<file path="src/rtl/sseg_operand_decoder_if.sv">
// Symbol-in / frame-out handshake bundle for the seven-segment operand decoder.
// master = symbol producer and frame consumer, slave = decoder.
interface sseg_operand_decoder_if #(
  parameter int W = 10
);
  logic         in_valid;
  logic         in_ready;
  logic [6:0]   seg_code;
  logic         seg_last;
  logic         out_valid;
  logic         out_ready;
  logic [W-1:0] num1;
  logic [W-1:0] num2;
  logic         sig1;
  logic         sig2;
  logic [1:0]   oper;
  logic [1:0]   err;

  modport master (
    output in_valid, seg_code, seg_last, out_ready,
    input  in_ready, out_valid, num1, num2, sig1, sig2, oper, err
  );

  modport slave (
    input  in_valid, seg_code, seg_last, out_ready,
    output in_ready, out_valid, num1, num2, sig1, sig2, oper, err
  );
endinterface

</file>
<file path="src/rtl/sseg_operand_decoder.sv">
// Parses a stream of seven-segment symbols "[-]digits op [-]digits" into two
// signed-magnitude operands and an operator, holding the result until consumed.
module sseg_operand_decoder #(
  parameter int NDIG = 3,
  parameter int W    = 10
) (
  input  logic                  clk,
  input  logic                  rst_n,
  sseg_operand_decoder_if.slave bus
);
  localparam int CW = $clog2(NDIG + 2);

  typedef enum logic [2:0] {S_SIGN1, S_DIG1, S_SIGN2, S_DIG2, S_ERR, S_DONE} state_t;

  state_t        state_q, state_d;
  logic [W-1:0]  acc1_q, acc1_d, acc2_q, acc2_d;
  logic          sig1_q, sig1_d, sig2_q, sig2_d;
  logic [1:0]    oper_q, oper_d, err_q, err_d;
  logic [CW-1:0] cnt_q, cnt_d;
  logic          out_valid_q, out_valid_d, in_ready_q, in_ready_d;

  logic          is_dig, is_blank, is_minus, is_op;
  logic [3:0]    dig;
  logic [1:0]    op_code, err_code;
  logic          in_op2;
  logic [W-1:0]  acc_sel;
  logic [W+3:0]  acc_next;
  logic [CW-1:0] cnt_next;

  always_comb begin
    is_dig = 1'b0; is_blank = 1'b0; is_minus = 1'b0; is_op = 1'b0;
    dig = 4'd0; op_code = 2'd0;
    case (bus.seg_code)
      7'b0000001: begin is_dig = 1'b1; dig = 4'd0; end
      7'b1001111: begin is_dig = 1'b1; dig = 4'd1; end
      7'b0010010: begin is_dig = 1'b1; dig = 4'd2; end
      7'b0000110: begin is_dig = 1'b1; dig = 4'd3; end
      7'b1001100: begin is_dig = 1'b1; dig = 4'd4; end
      7'b0100100: begin is_dig = 1'b1; dig = 4'd5; end
      7'b0100000: begin is_dig = 1'b1; dig = 4'd6; end
      7'b0001111: begin is_dig = 1'b1; dig = 4'd7; end
      7'b0000000: begin is_dig = 1'b1; dig = 4'd8; end
      7'b0000100: begin is_dig = 1'b1; dig = 4'd9; end
      7'b1111110: begin is_minus = 1'b1; is_op = 1'b1; op_code = 2'd1; end
      7'b1101100: begin is_op = 1'b1; op_code = 2'd0; end
      7'b1001000: begin is_op = 1'b1; op_code = 2'd2; end
      7'b1011011: begin is_op = 1'b1; op_code = 2'd3; end
      7'b1111111: is_blank = 1'b1;
      default: ;
    endcase
  end

  // Accumulators are zero in the SIGN states, so one multiply-add serves the first digit too.
  assign in_op2   = (state_q == S_SIGN2) || (state_q == S_DIG2);
  assign acc_sel  = in_op2 ? acc2_q : acc1_q;
  assign acc_next = {4'd0, acc_sel} * (W+4)'(10) + (W+4)'(dig);
  assign cnt_next = cnt_q + CW'(1);

  always_comb begin
    state_d = state_q; acc1_d = acc1_q; acc2_d = acc2_q;
    sig1_d = sig1_q; sig2_d = sig2_q; oper_d = oper_q; err_d = err_q; cnt_d = cnt_q;
    err_code = 2'd0;
    if (state_q == S_DONE) begin
      if (bus.out_ready) begin
        state_d = S_SIGN1; acc1_d = '0; acc2_d = '0; sig1_d = 1'b0; sig2_d = 1'b0;
        oper_d = 2'd0; err_d = 2'd0; cnt_d = '0;
      end
    end else if (bus.in_valid && in_ready_q) begin
      if (is_blank) begin
        // A trailing blank closes the frame using whatever the previous symbol left behind.
        if (bus.seg_last) begin
          if (state_q == S_ERR || (state_q == S_DIG2 && cnt_q != '0)) state_d = S_DONE;
          else err_code = 2'd1;
        end
      end else if (state_q == S_ERR) begin
        if (bus.seg_last) state_d = S_DONE;
      end else begin
        if (is_dig) begin
          if (cnt_next > CW'(NDIG))        err_code = 2'd2;
          else if (acc_next[W+3:W] != '0)  err_code = 2'd3;
          else begin
            cnt_d = cnt_next;
            if (in_op2) acc2_d = acc_next[W-1:0];
            else        acc1_d = acc_next[W-1:0];
            state_d = in_op2 ? S_DIG2 : S_DIG1;
          end
        end else if (is_minus && (state_q == S_SIGN1 || state_q == S_SIGN2)) begin
          if (in_op2) sig2_d = 1'b1;
          else        sig1_d = 1'b1;
          state_d = in_op2 ? S_DIG2 : S_DIG1;
        end else if (is_op && state_q == S_DIG1 && cnt_q != '0) begin
          oper_d = op_code; cnt_d = '0; state_d = S_SIGN2;
        end else begin
          err_code = 2'd1;
        end
        // Only a digit of the second operand may close a frame.
        if (bus.seg_last && err_code == 2'd0) begin
          if (is_dig && in_op2) state_d = S_DONE;
          else                  err_code = 2'd1;
        end
      end
      if (err_code != 2'd0) begin
        err_d = err_code; acc1_d = '0; acc2_d = '0; sig1_d = 1'b0; sig2_d = 1'b0;
        oper_d = 2'd0; cnt_d = '0;
        state_d = bus.seg_last ? S_DONE : S_ERR;
      end
    end
    out_valid_d = (state_d == S_DONE);
    in_ready_d  = (state_d != S_DONE);
  end

  always_ff @(posedge clk) begin
    if (!rst_n) begin
      state_q <= S_SIGN1; acc1_q <= '0; acc2_q <= '0; sig1_q <= 1'b0; sig2_q <= 1'b0;
      oper_q <= 2'd0; err_q <= 2'd0; cnt_q <= '0;
      out_valid_q <= 1'b0; in_ready_q <= 1'b1;
    end else begin
      state_q <= state_d; acc1_q <= acc1_d; acc2_q <= acc2_d; sig1_q <= sig1_d; sig2_q <= sig2_d;
      oper_q <= oper_d; err_q <= err_d; cnt_q <= cnt_d;
      out_valid_q <= out_valid_d; in_ready_q <= in_ready_d;
    end
  end

  assign bus.in_ready  = in_ready_q;
  assign bus.out_valid = out_valid_q;
  assign bus.num1      = acc1_q;
  assign bus.num2      = acc2_q;
  assign bus.sig1      = sig1_q;
  assign bus.sig2      = sig2_q;
  assign bus.oper      = oper_q;
  assign bus.err       = err_q;
endmodule

</file>
<file path="src/flat_wrapper.sv">
// flat-port wrapper written by rule: the top's interface ports become plain ports
module sseg_operand_decoder_flat 
#(
  parameter int NDIG = 3,
  parameter int W    = 10
)
  (clk, rst_n, bus_in_valid, bus_seg_code, bus_seg_last, bus_out_ready, bus_in_ready, bus_out_valid, bus_num1, bus_num2, bus_sig1, bus_sig2, bus_oper, bus_err);
  sseg_operand_decoder_if #(.W(W)) bus_i ();
  input  logic clk;
  input  logic rst_n;
  input wire logic [$bits(bus_i.in_valid)-1:0] bus_in_valid;
  input wire logic [$bits(bus_i.seg_code)-1:0] bus_seg_code;
  input wire logic [$bits(bus_i.seg_last)-1:0] bus_seg_last;
  input wire logic [$bits(bus_i.out_ready)-1:0] bus_out_ready;
  output wire logic [$bits(bus_i.in_ready)-1:0] bus_in_ready;
  output wire logic [$bits(bus_i.out_valid)-1:0] bus_out_valid;
  output wire logic [$bits(bus_i.num1)-1:0] bus_num1;
  output wire logic [$bits(bus_i.num2)-1:0] bus_num2;
  output wire logic [$bits(bus_i.sig1)-1:0] bus_sig1;
  output wire logic [$bits(bus_i.sig2)-1:0] bus_sig2;
  output wire logic [$bits(bus_i.oper)-1:0] bus_oper;
  output wire logic [$bits(bus_i.err)-1:0] bus_err;
  assign bus_i.in_valid = bus_in_valid;
  assign bus_i.seg_code = bus_seg_code;
  assign bus_i.seg_last = bus_seg_last;
  assign bus_i.out_ready = bus_out_ready;
  assign bus_in_ready = bus_i.in_ready;
  assign bus_out_valid = bus_i.out_valid;
  assign bus_num1 = bus_i.num1;
  assign bus_num2 = bus_i.num2;
  assign bus_sig1 = bus_i.sig1;
  assign bus_sig2 = bus_i.sig2;
  assign bus_oper = bus_i.oper;
  assign bus_err = bus_i.err;
  sseg_operand_decoder #(.NDIG(NDIG), .W(W)) u_core (.clk(clk), .rst_n(rst_n), .bus(bus_i));
endmodule
</file>
<file path="config.mk">
export PLATFORM = sky130hd
export DESIGN_NAME = sseg_operand_decoder_flat
export DESIGN_NICKNAME = d
export VERILOG_FILES = /design/src/rtl/sseg_operand_decoder_if.sv /design/src/rtl/sseg_operand_decoder.sv /design/src/flat_wrapper.sv
export SDC_FILE = /design/constraint.sdc
export NUM_CORES = 1
export LEC_CHECK = 0
export CORE_MARGIN = 2
export CORE_UTILIZATION = 51
export CTS_CLUSTER_DIAMETER = 80
export DETAILED_ROUTE_END_ITERATION = 7
export PLACE_DENSITY = 0.78
export SLEW_MARGIN = 20
export SYNTH_ARGS = -nofsm -noshare
export SYNTH_HDL_FRONTEND = slang
export SYNTH_SLANG_ARGS = --single-unit
</file>
<file path="constraint.sdc">
create_clock -name clk -period 4.52 [get_ports clk]
set_clock_uncertainty 0.05 [all_clocks]
set_input_delay 0.452 -clock clk [delete_from_list [all_inputs] [get_ports clk]]
set_output_delay 0.452 -clock clk [all_outputs]
set_load 0.01 [all_outputs]
</file>
# Word level (Yosys, flattened, before mapping)
# Index checks and enable logic that the tools add are counted.
# op_classes
addsub	2
multipliers	1
n_lt_le_gt_ge	1
eq_ne	32
mux	101
reduce_logical	32
# ops
op	n
10-bit 2-to-1 mux	20
3-bit 2-to-1 mux	27
2-bit 2-to-1 mux	28
7-bit == test, second input constant	7
4-bit case mux with 9 select lines	1
1-bit 2-to-1 mux	24
8-bit AND reduction	3
7-bit AND reduction	3
3-bit nonzero test	5
14-bit by 4-bit adder with 14-bit output	1
7-bit by 3-bit == test with 1-bit output, second input constant	2
7-bit by 6-bit == test with 1-bit output, second input constant	2
10-bit by 3-bit multiplier with 13-bit output, second input constant	1
3-bit by 2-bit inequality test with 1-bit output, second input constant	4
3-bit inequality test, second input constant	4
10-bit OR reduction	1
3-bit == test, second input constant	3
4-bit inequality test, second input constant	2
4-bit nonzero test	2
7-bit by 1-bit == test with 1-bit output, second input constant	1
7-bit by 4-bit == test with 1-bit output, second input constant	1
7-bit by 5-bit == test with 1-bit output, second input constant	1
1-bit logical AND	7
7-bit logical NOT	1
other kinds (13)	18
# totals
reg_bits	34
word_cells	179

# Longest topological paths before layout
# Gate-level depths: netlist of the first run.
# depth
depth_word	25
ltp_mapped	19

# Worst setup path before layout of the first run
# OpenSTA, ideal clock, no wires.
# synth_path
path_type	register to register
from	register u_core.state_q[1]
to	register u_core.in_ready_q (netlist: u_core.bus.in_ready)
setup_time_ps	134
t_arrival_ps	4314
required_ps	4336
slack_ps	22
stages_incl_launch_ff	18
path_buffers	3
synth_period_minus_slack_ps	4498
path_cell_list	dfxtp_1 > buf_2 > nor2b_1 > buf_2 > clkbuf_1 > nand2_1 > nand2_1 > ha_1 > ha_1 > fa_1 > o211a_1 > o21a_1 > or4b_4 > nand4b_1 > and4_4 > o211ai_4 > o41ai_2 > or4b_1
# synth_via
elab_chain_len	25
elab_cells_between_ends	56
# synth_lines
item	line	text
start, declared	sseg_operand_decoder.sv:15	state_t state_q, state_d;
start signal, assigned	sseg_operand_decoder.sv:114	state_q <= S_SIGN1; acc1_q <= '0; acc2_q <= '0; sig1_q <= 1'b0; sig2_q <= 1'b0;
start signal, assigned	sseg_operand_decoder.sv:118	state_q <= state_d; acc1_q <= acc1_d; acc2_q <= acc2_d; sig1_q <= sig1_d; sig2_q <= sig2_d;
3-bit by 2-bit == test with 1-bit output (on tied branches)	sseg_operand_decoder.sv:54, sseg_operand_decoder.sv:87, sseg_operand_decoder.sv:72	
1-bit logical OR	sseg_operand_decoder.sv:54	assign in_op2 = (state_q == S_SIGN2) || (state_q == S_DIG2);
10-bit 2-to-1 mux	sseg_operand_decoder.sv:55	assign acc_sel = in_op2 ? acc2_q : acc1_q;
10-bit by 3-bit multiplier with 13-bit output	sseg_operand_decoder.sv:56	assign acc_next = {4'd0, acc_sel} * (W+4)'(10) + (W+4)'(dig);
14-bit by 4-bit adder with 14-bit output	sseg_operand_decoder.sv:56	
4-bit nonzero test	sseg_operand_decoder.sv:80	else if (acc_next[W+3:W] != '0) err_code = 2'd3;
2-bit 2-to-1 mux	sseg_operand_decoder.sv:80	
2-bit 2-to-1 mux	sseg_operand_decoder.sv:79	if (cnt_next > CW'(NDIG)) err_code = 2'd2;
[... 9 more ...]	-	
2-bit 2-to-1 mux	sseg_operand_decoder.sv:69	if (is_blank) begin
2-bit 2-to-1 mux	sseg_operand_decoder.sv:68	end else if (bus.in_valid && in_ready_q) begin
2-bit 2-to-1 mux	sseg_operand_decoder.sv:63	if (state_q == S_DONE) begin
2-bit nonzero test	sseg_operand_decoder.sv:102	if (err_code != 2'd0) begin
3-bit 2-to-1 mux	sseg_operand_decoder.sv:102	
3-bit 2-to-1 mux	sseg_operand_decoder.sv:68	
3-bit 2-to-1 mux (*)	sseg_operand_decoder.sv:63	
3-bit inequality test (*)	sseg_operand_decoder.sv:109	in_ready_d = (state_d != S_DONE);
end signal, assigned	sseg_operand_decoder.sv:120	out_valid_q <= out_valid_d; in_ready_q <= in_ready_d;
end, declared	sseg_operand_decoder.sv:20	logic out_valid_q, out_valid_d, in_ready_q, in_ready_d;
# Mark *: on every way between the ends. The rest lies on a longest branch, timed or not. The select of a mux whose other input is x is not followed.
# A chain may end at the register's enable or synchronous reset.

# Worst setup path after layout of the first run
# Ends and elaborated chain as after synthesis.

==> implementation parameters, run 1 <==
Parameter                              Value

Outcome
  Outcome    complete, no violations

Synthesis
  Count of distinct cell types in the synthesized netlist    78
  Avg Synthesized Cell Area    between 7 and 8 um2
  Leading register cell type out of synthesis    sky130_fd_sc_hd__dfxtp_1
  Post-Synthesis Cells    roughly 390
  Number of synthesized register bits    34
  Net count of the mapped netlist    ~420
  Number of enable-type register cells in the synthesized netlist    0
  Sequential-to-total area share from yosys stat    22.4%
  Netlist area before placement    0.00304 mm2
  Number of warnings issued by yosys    0
  Share of async-settable or async-resettable flops after synthesis    0%

GRT
  Global-route wire length before repair    between 10000 and 15000 um
  Aggregate global routing overflow    0
  GRT Overall Usage    a little over a quarter
  Number of antenna violations at the first check in global routing    0
  Maximum number of pins on one net before global-route repair    27
  Vias in the first global route    ~3000

Timing
  Hold Vio Cnt, Final    0
  Pins over their slew limit    0
  RSZ-0062 raised after global routing    yes
  Worst relative slew slack    between 30% and 40%
  Period Utilization, post-route    97.1%
  Tightest hold margin    0.419 ns
  Endpoints failing setup    0
  Final period demand of the worst path    between 4 and 5 ns
  Pin slew with the least headroom to its limit    around 0.95 ns
  Fmax    between 0.2 and 0.25 GHz

Route
  Top metal layer carrying routed signals    met4
  Average wire per standard cell    16.5 um
  Final routed DRC violation total    0
  Average via count per standard cell    6.21
  Wire length on met2    between 3000 and 4000 um
  Met3 routed wirelength    between 500 and 600 um
  Number of vias in the routed layout    3188
  Count of nets left with antenna violations after detail routing    0
  Drt total wl    between 8000 and 9000 um
  First DRT Iteration DRCs    between 200 and 300
  Met1 WL    between 3000 and 4000 um
  First-pass iteration count of the detailed router    5

Clock tree
  # clock sinks    34
  Clock slew at the register clock pins of the worst setup and hold paths    about 0.070 ns
  Worst-skew pair later-pin latency    between 0.2 and 0.3 ns
  Max Root-Sink Buffers    2
  Number of buffers inserted during clock tree synthesis    5
  TritonCTS clock tree    yes
  Cell at the root of the clock tree    sky130_fd_sc_hd__clkbuf_8
  Maximum level of the CTS H-tree    2

Setup path
  Critical-path maximum fanout    8
  Worst Setup Start Kind    flip-flop
  Worst Path Arrival    4.50 ns
  Required time of the critical path    ~4.6 ns
  Critical path class    flip-flop to flip-flop
  Nature of the critical path endpoint    flip-flop

Finish
  Share of post-route cells with drive strength above 1    15.5%
  Synthesis-to-layout area growth    25.8%
  Post-route cell area    0.00383 mm2
  Area taken by multi-input logic gates    around 0.0023 mm2
  Net count reported at finish    around 470
  Number of fill cells    about 500
  Diodes inserted    0
  Sequential cell area    roughly 700 um2

Flow run
  Count of maximum capacitance violations    0

Placed design
  Placed cell areas    around 0.0036 mm2
  RD Place Congestion    0.927
  Count of buffers inserted at the top-level ports    39
  Half-perimeter wire length of the detailed placement result    between 6000 and 7000 um

Die
  Floorplan Core Area    ~0.006 mm2
  Die width    81.2 um
  Floorplan die height    around 81 um
  Die Footprint    0.00660 mm2
  Total number of placement rows    28
  Number of placed I/O pins    40
  Initial Utilization    52.0%

Hold path
  Hold Crit Class    flip-flop to flip-flop

Power
  Power per cell area    around 220 mW/mm2
  Static leakage power    ~1.6 nW
  Peak supply drop    226 uV
## power by group
part           switching (W)  leakage (nW)  total, W  internal (W)
clock network       0.000119        0.0683  0.000340      0.000221
logic               0.000115          1.22  0.000198     0.0000833
registers         0.00000938         0.275  0.000318      0.000308
## state kept, by name, summed over array words and instances (netlist names)
| register | count |
|---|---|
| u_core.bus.out_valid | 1 |
| u_core.bus.in_ready | 1 |
| u_core.bus.oper | 2 |
| u_core.bus.err | 2 |
| u_core.state_q | 3 |
| u_core.bus.sig2 | 1 |
| u_core.cnt_q | 3 |
| u_core.bus.num2 | 10 |
| u_core.bus.sig1 | 1 |
| u_core.bus.num1 | 10 |
## repair_timing
| action | in CTS | in global routing |
|---|---|---|
| gates resized for setup | 0 | 7 |
| endpoints found under the setup margin | 0 | 27 |
| buffers inserted | 0 | 1 |
| hold buffers | 0 | 0 |
| endpoints found under the hold margin | 0 | 0 |
## synth_stat cells, types with 3 or more instances
library cell	count	area [um2]
sky130_fd_sc_hd__o2bb2ai_1	3	26.3
sky130_fd_sc_hd__a21o_1	4	30.0
sky130_fd_sc_hd__o21ai_0	7	35.0
sky130_fd_sc_hd__nor2b_1	5	31.3
sky130_fd_sc_hd__and3_1	3	18.8
sky130_fd_sc_hd__xnor2_1	11	96.3
sky130_fd_sc_hd__mux2i_1	12	120
sky130_fd_sc_hd__nand4_1	11	68.8
sky130_fd_sc_hd__nor4_1	4	25.0
sky130_fd_sc_hd__ha_1	20	250
sky130_fd_sc_hd__o22ai_1	3	18.8
sky130_fd_sc_hd__buf_2	7	35.0
sky130_fd_sc_hd__inv_1	5	18.8
sky130_fd_sc_hd__o21a_1	5	37.5
sky130_fd_sc_hd__nand3_1	14	70.1
sky130_fd_sc_hd__dfxtp_1	34	681
sky130_fd_sc_hd__or4_4	3	33.8
sky130_fd_sc_hd__nand3b_1	3	22.5
sky130_fd_sc_hd__nand4b_1	3	26.3
sky130_fd_sc_hd__a32o_1	4	40.0
sky130_fd_sc_hd__and2_1	7	43.8
sky130_fd_sc_hd__clkbuf_1	16	60.1
sky130_fd_sc_hd__a31oi_1	4	25.0
sky130_fd_sc_hd__a21oi_1	18	90.1
sky130_fd_sc_hd__nor2_1	25	93.8
sky130_fd_sc_hd__nor3_1	17	85.1
sky130_fd_sc_hd__o211ai_1	3	22.5
sky130_fd_sc_hd__nand2b_1	6	37.5
sky130_fd_sc_hd__xor2_1	6	52.6
sky130_fd_sc_hd__nand2_1	61	229
## cells by family after synthesis
logic type	share of synthesized area, %
AO/OA/AOI/OAI	23.3
XOR/XNOR	5.43
adder cells (fa/ha/maj)	9.54
buffers and inverters	4.11
flip-flops	22.4
multiplexers	3.95
AND/OR/NAND/NOR	31.3
## cells in the final DEF (no fill, tap or decap), types with 6 or more instances in the layout
master / count
sky130_fd_sc_hd__o21ai_0: 7
sky130_fd_sc_hd__clkdlybuf4s50_1: 39
sky130_fd_sc_hd__nand2_1: 61
sky130_fd_sc_hd__nand4_1: 11
sky130_fd_sc_hd__and2_1: 7
sky130_fd_sc_hd__a21oi_1: 16
sky130_fd_sc_hd__nand3_1: 14
sky130_fd_sc_hd__nor2_1: 25
sky130_fd_sc_hd__mux2i_1: 12
sky130_fd_sc_hd__xor2_1: 6
sky130_fd_sc_hd__nor3_1: 16
sky130_fd_sc_hd__nand2b_1: 6
sky130_fd_sc_hd__buf_4: 29
sky130_fd_sc_hd__dfxtp_1: 34
sky130_fd_sc_hd__xnor2_1: 11
sky130_fd_sc_hd__ha_1: 20
## through the flow
step                total power (W)  setup TNS [ns]  std cells  worst slack, ns  utilization, %
finish                     0.000855               0        513            0.131            65.4
global route               0.000886         -0.0278        513          -0.0223            65.4
CTS                        0.000842               0        512           0.0640            64.6
detailed placement         0.000508          -0.317        504          -0.0792            62.3
global placement           0.000504               0        504           0.0468            62.3
floorplan                  0.000447               0        385           0.0224               -
## path summary, 6_finish.rpt
kind                                                    from                              to  slack (ns)  cells past startpoint
worst max-delay path            u_core.state_q[1]$_SDFF_PN0_  u_core.bus.in_ready$_SDFF_PN1_        0.13                     17
worst min-delay path            u_core.cnt_q[2]$_SDFFE_PN0P_    u_core.cnt_q[2]$_SDFFE_PN0P_        0.42                      2
worst max register to register  u_core.state_q[1]$_SDFF_PN0_  u_core.bus.in_ready$_SDFF_PN1_        0.13                     17
worst min register to register  u_core.cnt_q[2]$_SDFFE_PN0P_    u_core.cnt_q[2]$_SDFFE_PN0P_        0.42                      2
## metal layers
metal,vias up,global-route usage [%]
li1,1532,-
met2,141,42.9
met5,-,0
met4,0,7.29
met3,16,3.11
met1,1499,38.5
## critical path, stage by stage, from the launching register on
cell	delay, ns
sky130_fd_sc_hd__dfxtp_1	0.35
sky130_fd_sc_hd__buf_4	0.17
sky130_fd_sc_hd__nand2b_1	0.13
sky130_fd_sc_hd__buf_4	0.19
sky130_fd_sc_hd__nand2_1	0.07
sky130_fd_sc_hd__nand2_1	0.11
sky130_fd_sc_hd__ha_1	0.22
sky130_fd_sc_hd__ha_1	0.21
sky130_fd_sc_hd__fa_1	0.55
sky130_fd_sc_hd__o211a_1	0.16
sky130_fd_sc_hd__o21a_1	0.13
sky130_fd_sc_hd__or4b_4	0.47
sky130_fd_sc_hd__and4b_2	0.31
sky130_fd_sc_hd__or4_4	0.16
sky130_fd_sc_hd__o211a_1	0.21
sky130_fd_sc_hd__buf_4	0.19
sky130_fd_sc_hd__nor2_1	0.09
sky130_fd_sc_hd__or4b_1	0.47
## area by class of cell
class,count,share of cell area (%)
Multi-Input combinational cell,321,59.2
Clock buffer,5,1.80
Inverter,6,0.588
Tap cell,75,2.45
Sequential cell,34,17.8
Clock inverter,3,1.80
Timing Repair Buffer,69,16.4
Note: power is estimated with default switching activity, not from simulation.
==> run 2, diff against run 1 <==
--- a/config.mk
+++ b/config.mk
@@ -5,11 +5,11 @@
 export SDC_FILE = /design/constraint.sdc
 export NUM_CORES = 1
 export LEC_CHECK = 0
-export CORE_MARGIN = 2
-export CORE_UTILIZATION = 51
+export CORE_UTILIZATION = 52
+export CTS_BUF_LIST = sky130_fd_sc_hd__clkbuf_8
 export CTS_CLUSTER_DIAMETER = 80
 export DETAILED_ROUTE_END_ITERATION = 7
-export PLACE_DENSITY = 0.78
+export PLACE_DENSITY = 0.79
 export SLEW_MARGIN = 20
 export SYNTH_ARGS = -nofsm -noshare
 export SYNTH_HDL_FRONTEND = slang
==> implementation parameters, run 2 (synthesis results as in run 1) <==
Parameter                              Value

Outcome
  Outcome    complete, no violations

Setup path
  Critical-path maximum fanout    13 (+5)
  Register-to-register setup slack    0.13 ns (about the same)
  Cell count of the worst reg-to-reg path    18 (+1)
  Worst Setup Start Kind    flip-flop
  Required time of the critical path    4.69 ns (+0.06 ns)
  Critical path class    flip-flop to flip-flop
  Destination of the worst register-to-register timing path    u_core.bus.num2[7]$_SDFFE_PN0P_
  Worst reg2reg startpoint    u_core.state_q[1]$_SDFF_PN0_
  Nature of the critical path endpoint    flip-flop
  Worst Path Arrival    4.56 ns (+0.06 ns)

Die
  Number of placed I/O pins    40 (unchanged)
  Floorplan Core Area    0.00557 mm2 (-4.7%)
  Die Footprint    0.00616 mm2 (-6.7%)
  Initial Utilization    54.6% (+2.6 points)
  Total number of placement rows    27 (-3.6%)
  Die width    78.5 um (-3.4%)
  Floorplan die height    78.5 um (-3.4%)

Flow run
  Count of maximum capacitance violations    0 (unchanged)

Route
  Average wire per standard cell    17.3 um (+4.6%)
  Average via count per standard cell    6.22 (+0.10%)
  Count of nets left with antenna violations after detail routing    0 (unchanged)
  Number of vias in the routed layout    3210 (+0.69%)
  First-pass iteration count of the detailed router    6 (+1)
  Final routed DRC violation total    0 (unchanged)
  Drt total wl    8900 um (+5.2%)
  First DRT Iteration DRCs    347 (+16%)

Finish
  Most common cell after layout, fill and taps aside    sky130_fd_sc_hd__nand2_1
  Net count reported at finish    477 (+1.3%)
  Diodes inserted    0 (unchanged)
  Post-layout instance count excluding filler cells    516 (+0.58%)
  Share of post-route cells with drive strength above 1    17.1% (+1.6 points)
  Sequential cell area    684 um2 (+0.55%)
  Area taken by multi-input logic gates    0.00227 mm2 (+0.28%)
  Number of fill cells    458 (-6.1%)
  Synthesis-to-layout area growth    27.9%
  Commonest cells after routing, fill and taps aside    sky130_fd_sc_hd__nand2_1, sky130_fd_sc_hd__clkdlybuf4s50_1, sky130_fd_sc_hd__buf_4, sky130_fd_sc_hd__dfxtp_1, sky130_fd_sc_hd__nor2_1

Clock tree
  Worst-skew pair later-pin latency    0.29 ns (about the same)
  Cell at the root of the clock tree    sky130_fd_sc_hd__clkbuf_8
  TritonCTS clock tree    yes
  Maximum level of the CTS H-tree    2 (unchanged)
  # clock sinks    34 (unchanged)
  Max Root-Sink Buffers    2 (unchanged)
  Hold-fix buffers at CTS    0 (unchanged)
  Clock slew at the register clock pins of the worst setup and hold paths    0.08 ns (about the same)
  Number of buffers inserted during clock tree synthesis    5 (unchanged)

Timing
  Total negative setup slack    0 ns (unchanged)
  Final period demand of the worst path    4.39 ns (+0.000695 ns)
  Pin slew with the least headroom to its limit    0.532 ns (-0.414 ns)
  Pins over their slew limit    0 (unchanged)
  Endpoints failing setup    0 (unchanged)
  RSZ-0062 raised after global routing    no
  Period Utilization, post-route    97.1% (about the same)
  Hold Vio Cnt, Final    0 (unchanged)
  Worst relative slew slack    64.0% (+27 points)
  Fmax    0.228 GHz (about the same)

Hold path
  Hold path endpoint    u_core.bus.num2[4]$_SDFFE_PN0P_
  Cells on Worst Hold Path    2 (unchanged)
  Startpoint of the worst hold path    u_core.bus.num2[4]$_SDFFE_PN0P_
  Hold Crit Class    flip-flop to flip-flop

Placed design
  Half-perimeter wire length of the detailed placement result    6610 um (+0.57%)
  Placed cells    504 (unchanged)
  Count of buffers inserted at the top-level ports    39 (unchanged)
  RD Place Congestion    0.958 (+3.4%)

GRT
  Maximum number of pins on one net before global-route repair    27 (unchanged)
  Number of antenna violations at the first check in global routing    0 (unchanged)
  GRT Overall Usage    29.3% (+2.3 points)
  Global-route wire length before repair    14200 um (+1.4%)
  Aggregate global routing overflow    0 (unchanged)
  Vias in the first global route    3020 (+3.2%)

Power
  Power per cell area    224 mW/mm2 (+0.37%)
  Peak supply drop    153 uV (-32%)
  Static leakage power    1.59 nW (+1.9%)
[run 2: critical path, cell delays in order, from the launching register on]
cell and delay (ns):
sky130_fd_sc_hd__dfxtp_4 0.36, sky130_fd_sc_hd__nor2b_4 0.13, sky130_fd_sc_hd__buf_12 0.15, sky130_fd_sc_hd__nand2_1 0.09, sky130_fd_sc_hd__nand2_2 0.07, sky130_fd_sc_hd__ha_1 0.30
sky130_fd_sc_hd__ha_2 0.21, sky130_fd_sc_hd__fa_1 0.60, sky130_fd_sc_hd__o211a_1 0.16, sky130_fd_sc_hd__o21a_1 0.13, sky130_fd_sc_hd__or4b_4 0.47, sky130_fd_sc_hd__buf_4 0.15
sky130_fd_sc_hd__nand4b_1 0.21, sky130_fd_sc_hd__and4_4 0.24, sky130_fd_sc_hd__o211a_1 0.27, sky130_fd_sc_hd__buf_4 0.19, sky130_fd_sc_hd__a31oi_4 0.21, sky130_fd_sc_hd__buf_12 0.15
sky130_fd_sc_hd__mux2i_1 0.18
[run 2: repair_timing]
action / in CTS / in global routing
hold endpoints to repair: 0 / 0
setup buffers: 0 / 4
resized for setup: 0 / 12
endpoints found under the setup margin: 0 / 29
[run 2: worst max path at each step]
stage / from / to / cells after the start
global placement: bus_seg_code[6] / u_core.bus.in_ready$_SDFF_PN1_ / 13
detailed placement: bus_seg_code[6] / u_core.bus.num2[7]$_SDFFE_PN0P_ / 13
CTS: u_core.state_q[2]$_SDFF_PN0_ / u_core.bus.sig2$_SDFFE_PN0P_ / 16
finish: u_core.state_q[1]$_SDFF_PN0_ / u_core.bus.num2[7]$_SDFFE_PN0P_ / 18
floorplan: u_core.state_q[1]$_SDFF_PN0_ / u_core.bus.in_ready$_SDFF_PN1_ / 17
global route: u_core.state_q[1]$_SDFF_PN0_ / u_core.bus.num2[8]$_SDFFE_PN0P_ / 18
[run 2: report_power, final]
group / leakage, nW / switching, W / internal (W)
logic: 1.25 / 0.000122 / 0.0000898
clock network: 0.0683 / 0.000122 / 0.000221
registers: 0.276 / 0.0000104 / 0.000307
total: 1.59 / 0.000255 / 0.000618
[run 2: layout make-up]
class / instances / area share, %
multi-input cells: 321 / 58.4
repair buffers: 75 / 17.6
flip-flops and latches: 34 / 17.6
well taps: 72 / 2.31
clock buffers: 5 / 1.77
clock inverters: 3 / 1.77
inverters: 6 / 0.579
[run 2: routing by layer]
layer / GRT usage [%] / vias to the layer above / share of wire, %
met2: 47.8 / 144 / 47
met3: 3.84 / 21 / 7.1
met1: 39.9 / 1494 / 44
met4: 8.70 / 0 / 1.7
met5: 0 / - / 0
li1: - / 1551 / -
[run 2: stage by stage]
stage / worst slack (ns) / area (um2) / utilization, % / hold WS (ns) / total power [W]
after floorplan: 0.0224 / 3040 / - / 0.382 / 0.000447
after global placement: 0.0346 / 3670 / 65.9 / 0.393 / 0.000513
after detailed placement: -0.0408 / 3670 / 65.9 / 0.396 / 0.000516
after CTS: 0.000205 / 3810 / 68.4 / 0.408 / 0.000855
after global routing: 0.0121 / 3890 / 69.8 / 0.446 / 0.000903
final: 0.131 / 3890 / 69.8 / 0.422 / 0.000873
==> run 3, diff against run 2 <==
--- a/config.mk
+++ b/config.mk
@@ -8,6 +8,7 @@
 export CORE_UTILIZATION = 52
 export CTS_BUF_LIST = sky130_fd_sc_hd__clkbuf_8
 export CTS_CLUSTER_DIAMETER = 80
+export CTS_CLUSTER_SIZE = 10
 export DETAILED_ROUTE_END_ITERATION = 7
 export PLACE_DENSITY = 0.79
 export SLEW_MARGIN = 20
==> constraint.sdc (replaced) <==
create_clock -name clk -period 3.8 [get_ports clk]
set_clock_uncertainty 0.05 [all_clocks]
set_input_delay 0.38 -clock clk [delete_from_list [all_inputs] [get_ports clk]]
set_output_delay 0.38 -clock clk [all_outputs]
set_load 0.01 [all_outputs]
==> implementation parameters, run 3 (synthesis results as in run 1) <==
Parameter                              Value

Clock tree
  Clock slew at the register clock pins of the worst setup and hold paths    0.08 ns (about the same)
  TritonCTS clock tree    yes
  Maximum level of the CTS H-tree    2 (unchanged)
  Number of buffers inserted during clock tree synthesis    5 (unchanged)
  Worst-skew pair later-pin latency    0.30 ns (about the same)
  # clock sinks    34 (unchanged)
  Max Root-Sink Buffers    2 (unchanged)
  Hold-fix buffers at CTS    0 (unchanged)
  Cell at the root of the clock tree    sky130_fd_sc_hd__clkbuf_8

Flow run
  Count of maximum capacitance violations    0 (unchanged)

Setup path
  Worst Path Arrival    4.23 ns (-0.33 ns)
  Worst Setup Start Kind    input port
  Nature of the critical path endpoint    flip-flop
  Critical-path maximum fanout    4 (-9)
  Required time of the critical path    3.93 ns (-0.76 ns)
  Cell count of the worst reg-to-reg path    15 (-3)
  Critical path class    input port to flip-flop

GRT
  GRT Overall Usage    36.5% (+7.3 points)
  Maximum number of pins on one net before global-route repair    27 (unchanged)
  Number of antenna violations at the first check in global routing    0 (unchanged)
  Global-route wire length before repair    17400 um (+22%)
  Aggregate global routing overflow    0 (unchanged)
  Vias in the first global route    3590 (+19%)

Die
  Initial Utilization    54.6% (unchanged)
  Die Footprint    0.00616 mm2 (unchanged)
  Floorplan die height    78.5 um (unchanged)
  Floorplan Core Area    0.00557 mm2 (unchanged)
  Total number of placement rows    27 (unchanged)
  Die width    78.5 um (unchanged)
  Number of placed I/O pins    40 (unchanged)

Hold path
  Hold Crit Class    flip-flop to flip-flop
  Cells on Worst Hold Path    2 (unchanged)

Finish
  Final core utilization    82.8% (+13 points)
  Most common cell after layout, fill and taps aside    sky130_fd_sc_hd__buf_4
  Diodes inserted    0 (unchanged)
  Net count reported at finish    538 (+13%)
  Commonest cells after routing, fill and taps aside    sky130_fd_sc_hd__buf_4, sky130_fd_sc_hd__nand2_1, sky130_fd_sc_hd__clkdlybuf4s50_1, sky130_fd_sc_hd__dfxtp_1, sky130_fd_sc_hd__nor2_1
  Synthesis-to-layout area growth    51.6%
  Post-route cell area    0.00461 mm2 (+19%)
  Share of post-route cells with drive strength above 1    34.9% (+18 points)

Power
  Peak supply drop    235 uV (+54%)
  Total chip power    0.00100 W (+15%)
  Power per cell area    217 mW/mm2 (-3.2%)
  Static leakage power    1.93 nW (+21%)

Timing
  Period Utilization, post-route    108%
  RSZ-0062 raised after global routing    yes
  Final period demand of the worst path    4.10 ns
  Hold Vio Cnt, Final    0 (unchanged)
  Worst relative slew slack    58.0% (-6.0 points)
  Pin slew with the least headroom to its limit    0.621 ns (+0.0892 ns)
  Total negative setup slack    -6.22 ns (-6.22 ns)
  Pins over their slew limit    0 (unchanged)
  Final critical-path setup slack    -0.298 ns (-0.429 ns)
  Endpoints failing setup    33 (+33)
  Fmax    between 0.2 and 0.25 GHz

Outcome
  Violated checks    negative setup slack
  Outcome    finished, violations left

Route
  Average via count per standard cell    6.46 (+3.8%)
  First-pass iteration count of the detailed router    5 (-1)
  Count of nets left with antenna violations after detail routing    0 (unchanged)
  Number of vias in the routed layout    3726 (+16%)
  First DRT Iteration DRCs    411 (+18%)
  Average wire per standard cell    20.0 um (+16%)
  Final routed DRC violation total    0 (unchanged)
  Drt total wl    11500 um (+29%)

Placed design
  Count of buffers inserted at the top-level ports    39 (unchanged)
  RD Place Congestion    0.916 (-4.3%)
  Placed cell areas    0.00416 mm2 (+13%)
  Half-perimeter wire length of the detailed placement result    7670 um (+16%)
==> run 3: cell count changes in the layout (fill, tap and decap cells not counted), sizes merged <==
cell	change
bufinv	-2
clkbuf	+1
dlymetal6s2s	+1
dlygate4sd2	+2
buf	+61
clkdlybuf4s50	-3
clkinvlp	+1
==> run 3: report_power, final <==
group	internal [W]	switching, W
Sequential	0.000367	0.0000133
Combinational	0.000142	0.000174
Clock	0.000146	0.000159
Total	0.000655	0.000347
==> run 3: layer usage <==
metal / GRT usage, % / vias up / share of wire, %
met5: 0 / - / 0
met4: 14.1 / 0 / 3.1
met3: 4.88 / 44 / 7.4
met2: 64.5 / 205 / 50
met1: 44.7 / 1807 / 39
li1: - / 1670 / -
==> run 3: cell type report <==
type,count,area [um2]
fillers,340,961
clock inverters,2,12.5
inverters,6,22.5
flip-flops and latches,34,683
well taps,72,90.1
multi-input cells,321,2560
repair buffers,136,1160
clock buffers,6,82.6
==> run 3: final timing paths <==
| kind | from | end | slack, ns |
|---|---|---|---|
| hold reg to reg | u_core.cnt_q[2]$_SDFFE_PN0P_ | u_core.cnt_q[2]$_SDFFE_PN0P_ | 0.41 |
| setup / recovery | bus_seg_code[6] | u_core.bus.in_ready$_SDFF_PN1_ | -0.30 |
| hold / removal | u_core.cnt_q[2]$_SDFFE_PN0P_ | u_core.cnt_q[2]$_SDFFE_PN0P_ | 0.41 |
| setup reg to reg | u_core.state_q[1]$_SDFF_PN0_ | u_core.bus.in_ready$_SDFF_PN1_ | -0.30 |
==> run 3: repair_timing <==
item,CTS,global route
pin swaps,28,13
setup buffers,8,4
endpoints found under the hold margin,0,0
setup endpoints to repair,34,34
gates resized for setup,49,13
==> run 3: stage by stage <==
stage	hold slack [ns]	std cells	worst slack (ns)
4_1_cts	0.404	575	-0.261
5_1_grt	0.439	577	-0.397
2_1_floorplan	0.382	385	-0.356
3_5_place_dp	0.392	561	-0.675
3_3_place_gp	0.392	561	-0.594
6_report	0.413	577	-0.298
==> run 3: critical path, cell delays in order <==
cell	delay, ns
sky130_fd_sc_hd__clkdlybuf4s50_1	0.41
sky130_fd_sc_hd__buf_4	0.14
sky130_fd_sc_hd__or4_4	0.51
sky130_fd_sc_hd__nor2_2	0.13
sky130_fd_sc_hd__nand2_1	0.10
sky130_fd_sc_hd__o31ai_4	0.07
sky130_fd_sc_hd__ha_1	0.27
sky130_fd_sc_hd__a21o_1	0.19
sky130_fd_sc_hd__o21a_1	0.20
sky130_fd_sc_hd__or4b_4	0.21
sky130_fd_sc_hd__and4b_1	0.21
sky130_fd_sc_hd__or4_4	0.51
sky130_fd_sc_hd__a32oi_1	0.26
sky130_fd_sc_hd__o41ai_2	0.13
sky130_fd_sc_hd__or4b_1	0.49
==> RTL edit 1: new RTL, settings of run 3 <==
`NDIG` is set to 3 in 2 places; all go to 6.
--- a/src/rtl/sseg_operand_decoder.sv
+++ b/src/rtl/sseg_operand_decoder.sv
@@ -1,7 +1,7 @@
 // Parses a stream of seven-segment symbols "[-]digits op [-]digits" into two
 // signed-magnitude operands and an operator, holding the result until consumed.
 module sseg_operand_decoder #(
-  parameter int NDIG = 3,
+  parameter int NDIG = 6,
   parameter int W    = 10
 ) (
   input  logic                  clk,
--- a/src/flat_wrapper.sv
+++ b/src/flat_wrapper.sv
@@ -1,7 +1,7 @@
 // flat-port wrapper written by rule: the top's interface ports become plain ports
 module sseg_operand_decoder_flat 
 #(
-  parameter int NDIG = 3,
+  parameter int NDIG = 6,
   parameter int W    = 10
 )
   (clk, rst_n, bus_in_valid, bus_seg_code, bus_seg_last, bus_out_ready, bus_in_ready, bus_out_valid, bus_num1, bus_num2, bus_sig1, bus_sig2, bus_oper, bus_err);
Formal check against the unedited RTL: not equivalent (Yosys sat finds a counterexample within 10 cycles, from zero or initial values and one cycle with rst_n low).
==> RTL edit 1 against run 3 <==
Wire length is 16% higher; worst setup slack worse by 0.13 ns; sequential cell count stayed put; critical endpoint is now u_core.cnt_q[0]; area after synthesis is 3.9% lower; the run still ends with setup timing left; combinational power is 9.8% lower; critical path type is now reg -> reg; largest cell class unchanged; power is 1.0% higher; design area is 0.76% higher; highest routed layer unchanged.
==> RTL edit 1: results (changes against run 3) <==
<table>
<tr><th>Metric</th><th>Value</th></tr>
<tr><th colspan="2">Global routing</th></tr>
<tr><td>Maximum number of pins on one net before global-route repair</td><td>32 (was 27)</td></tr>
<tr><td>Global-route wire length before repair</td><td>19630 um (was 17420 um)</td></tr>
<tr><td>Aggregate global-route resource usage</td><td>0.4318 (was 0.3655)</td></tr>
<tr><th colspan="2">Timing</th></tr>
<tr><td>Final count of negative-setup-slack endpoints</td><td>34 (was 33)</td></tr>
<tr><td>Final WS setup</td><td>-0.4322 ns (was -0.2983 ns)</td></tr>
<tr><td>Worst slew margin relative to its limit</td><td>0.5117 (was 0.5796)</td></tr>
<tr><td>Final sum of negative setup slack</td><td>-9.316 ns (was -6.217 ns)</td></tr>
<tr><th colspan="2">CTS</th></tr>
<tr><td>Latest clock arrival within the worst-skew pair</td><td>0.32 ns (was 0.30 ns)</td></tr>
<tr><th colspan="2">Detailed routing</th></tr>
<tr><td>Detailed Routing Iterations Pass 1</td><td>6 (was 5)</td></tr>
<tr><td>Total vias in the final route</td><td>3906 (was 3726)</td></tr>
<tr><td>First DRT Iteration DRCs</td><td>632 (was 411)</td></tr>
<tr><th colspan="2">Logic synthesis</th></tr>
<tr><td>Seq/Total Area, Yosys</td><td>0.2328 (was 0.2237)</td></tr>
<tr><td>Top cells by instance count after synthesis</td><td>sky130_fd_sc_hd__nand2_1, sky130_fd_sc_hd__dfxtp_1, sky130_fd_sc_hd__nor2_1 (unchanged)</td></tr>
<tr><td>Cell variety after synth</td><td>66 (was 78)</td></tr>
<tr><td>Syn_nets</td><td>403 (was 419)</td></tr>
<tr><td>Cells after synthesis</td><td>369 (was 385)</td></tr>
<tr><th colspan="2">Finish</th></tr>
<tr><td>Fraction of layout instances using a drive strength above 1</td><td>0.3737 (was 0.3485)</td></tr>
<tr><td>Number of standard cells in the final layout excluding fillers</td><td>557 (was 577)</td></tr>
<tr><th colspan="2">Place</th></tr>
<tr><td>Post-placement setup slack</td><td>-0.5062 ns (was -0.6746 ns)</td></tr>
<tr><td>Detailed placement HPWL</td><td>6356 um (was 7667 um)</td></tr>
<tr><th colspan="2">Power and ir drop</th></tr>
<tr><td>Register share of total power</td><td>0.370 (was 0.379)</td></tr>
<tr><td>Static leakage power</td><td>1.878 nW (was 1.927 nW)</td></tr>
<tr><th colspan="2">Critical path</th></tr>
<tr><td>Endpoint arrival time on the critical path</td><td>4.36 ns (was 4.23 ns)</td></tr>
<tr><th colspan="2">Status</th></tr>
<tr><td>Violations in the final reports</td><td>setup timing (unchanged)</td></tr>
<tr><td>Run status</td><td>finished with violations (unchanged)</td></tr>
</table>
[RTL edit 1: cell count changes after synthesis, sizes merged, moves of 5 or more]
cell	before	now
o22ai	3	11
inv	5	23
xnor2	12	5
xor2	6	13
nand2	61	47
o21ai	10	19
clkbuf	16	11
and2	7	2
nor3	17	8
[RTL edit 1: per-layer routing]
metal  up-vias  share of wire  track usage  wire (um)
met5         -              0            0          0
met4         0          0.086       0.3019       1160
met3       147           0.11      0.06905       1444
met2       407           0.47       0.7313       6258
met1      1773           0.34       0.4942       4548
li1       1579              -            -          -
[RTL edit 1: layout make-up]
cell class / count / area [um^2]
Tap cell: 70 / 87.58
Clock buffer: 5 / 68.82
Fill cell: 250 / 621.8
Timing Repair Buffer: 127 / 1121
Sequential cell: 34 / 688.2
Inverter: 23 / 86.33
Multi-Input combinational cell: 295 / 2551
Clock inverter: 3 / 45.04
[RTL edit 1: kinds of logic (layout without fill, tap and decap cells)]
logic type,count (synthesis),count (layout),share of synthesized area
multiplexers,19,19,0.06632
AO/OA/AOI/OAI,91,91,0.2268
XOR/XNOR,18,18,0.05391
flip-flops,34,34,0.2328
adder cells (fa/ha/maj),22,22,0.09927
buffers and inverters,42,158,0.06504
AND/OR/NAND/NOR,143,145,0.2559
[RTL edit 1: repair_timing]
item | 4_1_cts | 5_1_grt
pin swaps | 40 | 13
gates resized for setup | 70 | 18
setup buffers | 24 | 2
cloned | 2 | 0
endpoints found under the setup margin | 34 | 34
[RTL edit 1: worst max-delay path: stages (launching register included)]
cell and delay (ns):
sky130_fd_sc_hd__dfxtp_4 0.36, sky130_fd_sc_hd__nand2b_4 0.22, sky130_fd_sc_hd__nand2_2 0.12, sky130_fd_sc_hd__o21ai_2 0.09, sky130_fd_sc_hd__ha_1 0.34, sky130_fd_sc_hd__buf_6 0.14, sky130_fd_sc_hd__ha_4 0.23, sky130_fd_sc_hd__a211oi_4 0.32
sky130_fd_sc_hd__o21bai_2 0.13, sky130_fd_sc_hd__a31oi_1 0.26, sky130_fd_sc_hd__mux2_4 0.36, sky130_fd_sc_hd__a2111oi_4 0.22, sky130_fd_sc_hd__buf_4 0.22, sky130_fd_sc_hd__a311oi_4 0.15, sky130_fd_sc_hd__nor2_4 0.28, sky130_fd_sc_hd__a41oi_4 0.20
sky130_fd_sc_hd__o31ai_2 0.38
[RTL edit 1: worst paths after layout]
| path | end | slack, ns | cells after the start | from |
|---|---|---|---|---|
| worst min register to register | u_core.bus.sig2 | 0.41 | 2 | u_core.bus.sig2 |
| worst min-delay path | u_core.bus.sig2 | 0.41 | 2 | u_core.bus.sig2 |
| worst max-delay path | u_core.cnt_q[0] | -0.43 | 16 | u_core.state_q[2] |
| worst max register to register | u_core.cnt_q[0] | -0.43 | 16 | u_core.state_q[2] |
==> RTL edit 2: new RTL, settings of run 3 <==
Without the edit above. Reset style: asynchronous (`rst_n`), changed in one clocked block.
--- a/src/rtl/sseg_operand_decoder.sv
+++ b/src/rtl/sseg_operand_decoder.sv
@@ -109,7 +109,7 @@
     in_ready_d  = (state_d != S_DONE);
   end
 
-  always_ff @(posedge clk) begin
+  always_ff @(posedge clk or negedge rst_n) begin
     if (!rst_n) begin
       state_q <= S_SIGN1; acc1_q <= '0; acc2_q <= '0; sig1_q <= 1'b0; sig2_q <= 1'b0;
       oper_q <= 2'd0; err_q <= 2'd0; cnt_q <= '0;
Formal check against the unedited RTL: differs if rst_n is asserted again (counterexample within 4 cycles, from zero or initial values and one cycle with rst_n low); with rst_n held inactive, the same outputs for 4 cycles.
==> RTL edit 2 against run 3 <==
The flow still finishes with violations (setup timing); worst setup slack worse by 0.14 ns; design area is 1.6% higher; area after synthesis fell by 3.5%; core utilization up 2.9 points; sequential cell count unchanged; sequential share of layout area is 3.4 points higher; final cell count is 9.5% lower; critical path depth is 4 higher; wire length is 2.3% lower; highest routed layer unchanged.
Power is not compared: it rests on default switching activity, and its combinational part moved more than twofold at a synthesized area within 25%.
==> RTL edit 2: results (changes against run 3) <==
<table>
<tr><th>Metric</th><th>Value</th></tr>
<tr><th colspan="2">Place</th></tr>
<tr><td>Post-placement setup slack</td><td>-0.3891 ns (was -0.6746 ns)</td></tr>
<tr><th colspan="2">Logic synthesis</th></tr>
<tr><td>Syn_nets</td><td>362 (was 419)</td></tr>
<tr><td>Cell variety after synth</td><td>76 (was 78)</td></tr>
<tr><td>Cells after synthesis</td><td>328 (was 385)</td></tr>
<tr><td>Xor and xnor area share after synthesis</td><td>0.03876 (was 0.05428)</td></tr>
<tr><th colspan="2">Finish</th></tr>
<tr><td>Number of filler cells placed in the layout</td><td>270 (was 340)</td></tr>
<tr><td>Number of sequential cells in the layout</td><td>34 (unchanged)</td></tr>
<tr><td>Number of multi-input combinational cells in the layout</td><td>270 (was 321)</td></tr>
<tr><td>Non-clock inverter count</td><td>11 (was 6)</td></tr>
<tr><td>Nets@finish</td><td>483 (was 538)</td></tr>
<tr><td>Sequential cell area</td><td>852.1 um^2 (was 683.2 um^2)</td></tr>
<tr><th colspan="2">Timing</th></tr>
<tr><td>Final count of negative-setup-slack endpoints</td><td>34 (was 33)</td></tr>
<tr><td>Final WS setup</td><td>-0.4379 ns (was -0.2983 ns)</td></tr>
<tr><th colspan="2">Floorplan</th></tr>
<tr><td>Area inside the core boundary</td><td>5473 um^2 (was 5574 um^2)</td></tr>
<tr><th colspan="2">Status</th></tr>
<tr><td>Run status</td><td>finished with violations (unchanged)</td></tr>
<tr><td>Violations in the final reports</td><td>setup timing (unchanged)</td></tr>
<tr><th colspan="2">Critical path</th></tr>
<tr><td>Cell family with the largest share of critical-path delay</td><td>compound AO/OA/AOI/OAI gates (was simple AND/OR/NAND/NOR gates)</td></tr>
<tr><th colspan="2">Detailed routing</th></tr>
<tr><td>Detailed Routing Iterations Pass 1</td><td>6 (was 5)</td></tr>
<tr><td>Post-detailed-routing wire length</td><td>11260 um (was 11530 um)</td></tr>
<tr><th colspan="2">Global routing</th></tr>
<tr><td>Aggregate global-route resource usage</td><td>0.3662 (was 0.3655)</td></tr>
</table>
==> RTL edit 2: cell count changes in the layout (fill, tap and decap cells not counted), moves of 7 or more <==
| cell | change |
|---|---|
| sky130_fd_sc_hd__dfrtp_1 | +33 |
| sky130_fd_sc_hd__mux2i_1 | -10 |
| sky130_fd_sc_hd__a21oi_1 | -7 |
| sky130_fd_sc_hd__nand2_1 | -21 |
| sky130_fd_sc_hd__dfxtp_1 | -32 |
| sky130_fd_sc_hd__nand4_1 | -10 |
| sky130_fd_sc_hd__buf_4 | -15 |
==> RTL edit 2: how the worst max path moves through the flow <==
stage                     cells past startpoint              start                  to  slack (ns)
final                                        19  u_core.state_q[1]     u_core.cnt_q[0]       -0.44
after global routing                         19  u_core.state_q[1]     u_core.cnt_q[0]       -0.50
after CTS                                    19  u_core.state_q[1]  u_core.bus.num2[6]       -0.19
after detailed placement                     17    bus_seg_code[4]     u_core.cnt_q[0]       -0.39
after global placement                       15    bus_seg_code[4]     u_core.cnt_q[0]       -0.27
after floorplan                              17  u_core.state_q[2]  u_core.bus.num2[2]       -0.12
==> RTL edit 2: routing by layer <==
| layer | global-route usage | wire (um) |
|---|---|---|
| met1 | 0.4411 | 4228 |
| met5 | 0 | 0 |
| met2 | 0.6204 | 5415 |
| met4 | 0.1717 | 503 |
| met3 | 0.07619 | 1116 |
==> RTL edit 2: what timing repair did <==
item	4_1_cts	5_1_grt
hold buffers	0	0
gates resized for setup	53	28
endpoints found under the setup margin	34	34
pin swaps	40	30
gates cloned	1	0
setup buffers	21	11
==> RTL edit 2: cells by family after synthesis <==
logic type | after synthesis
xor gates and xnor gates | 13
buffers and inverters | 24
adders and majority gates | 22
and+or+nand+nor | 132
AOI/OAI and AO/OA | 99
DFF | 34
muxes | 4
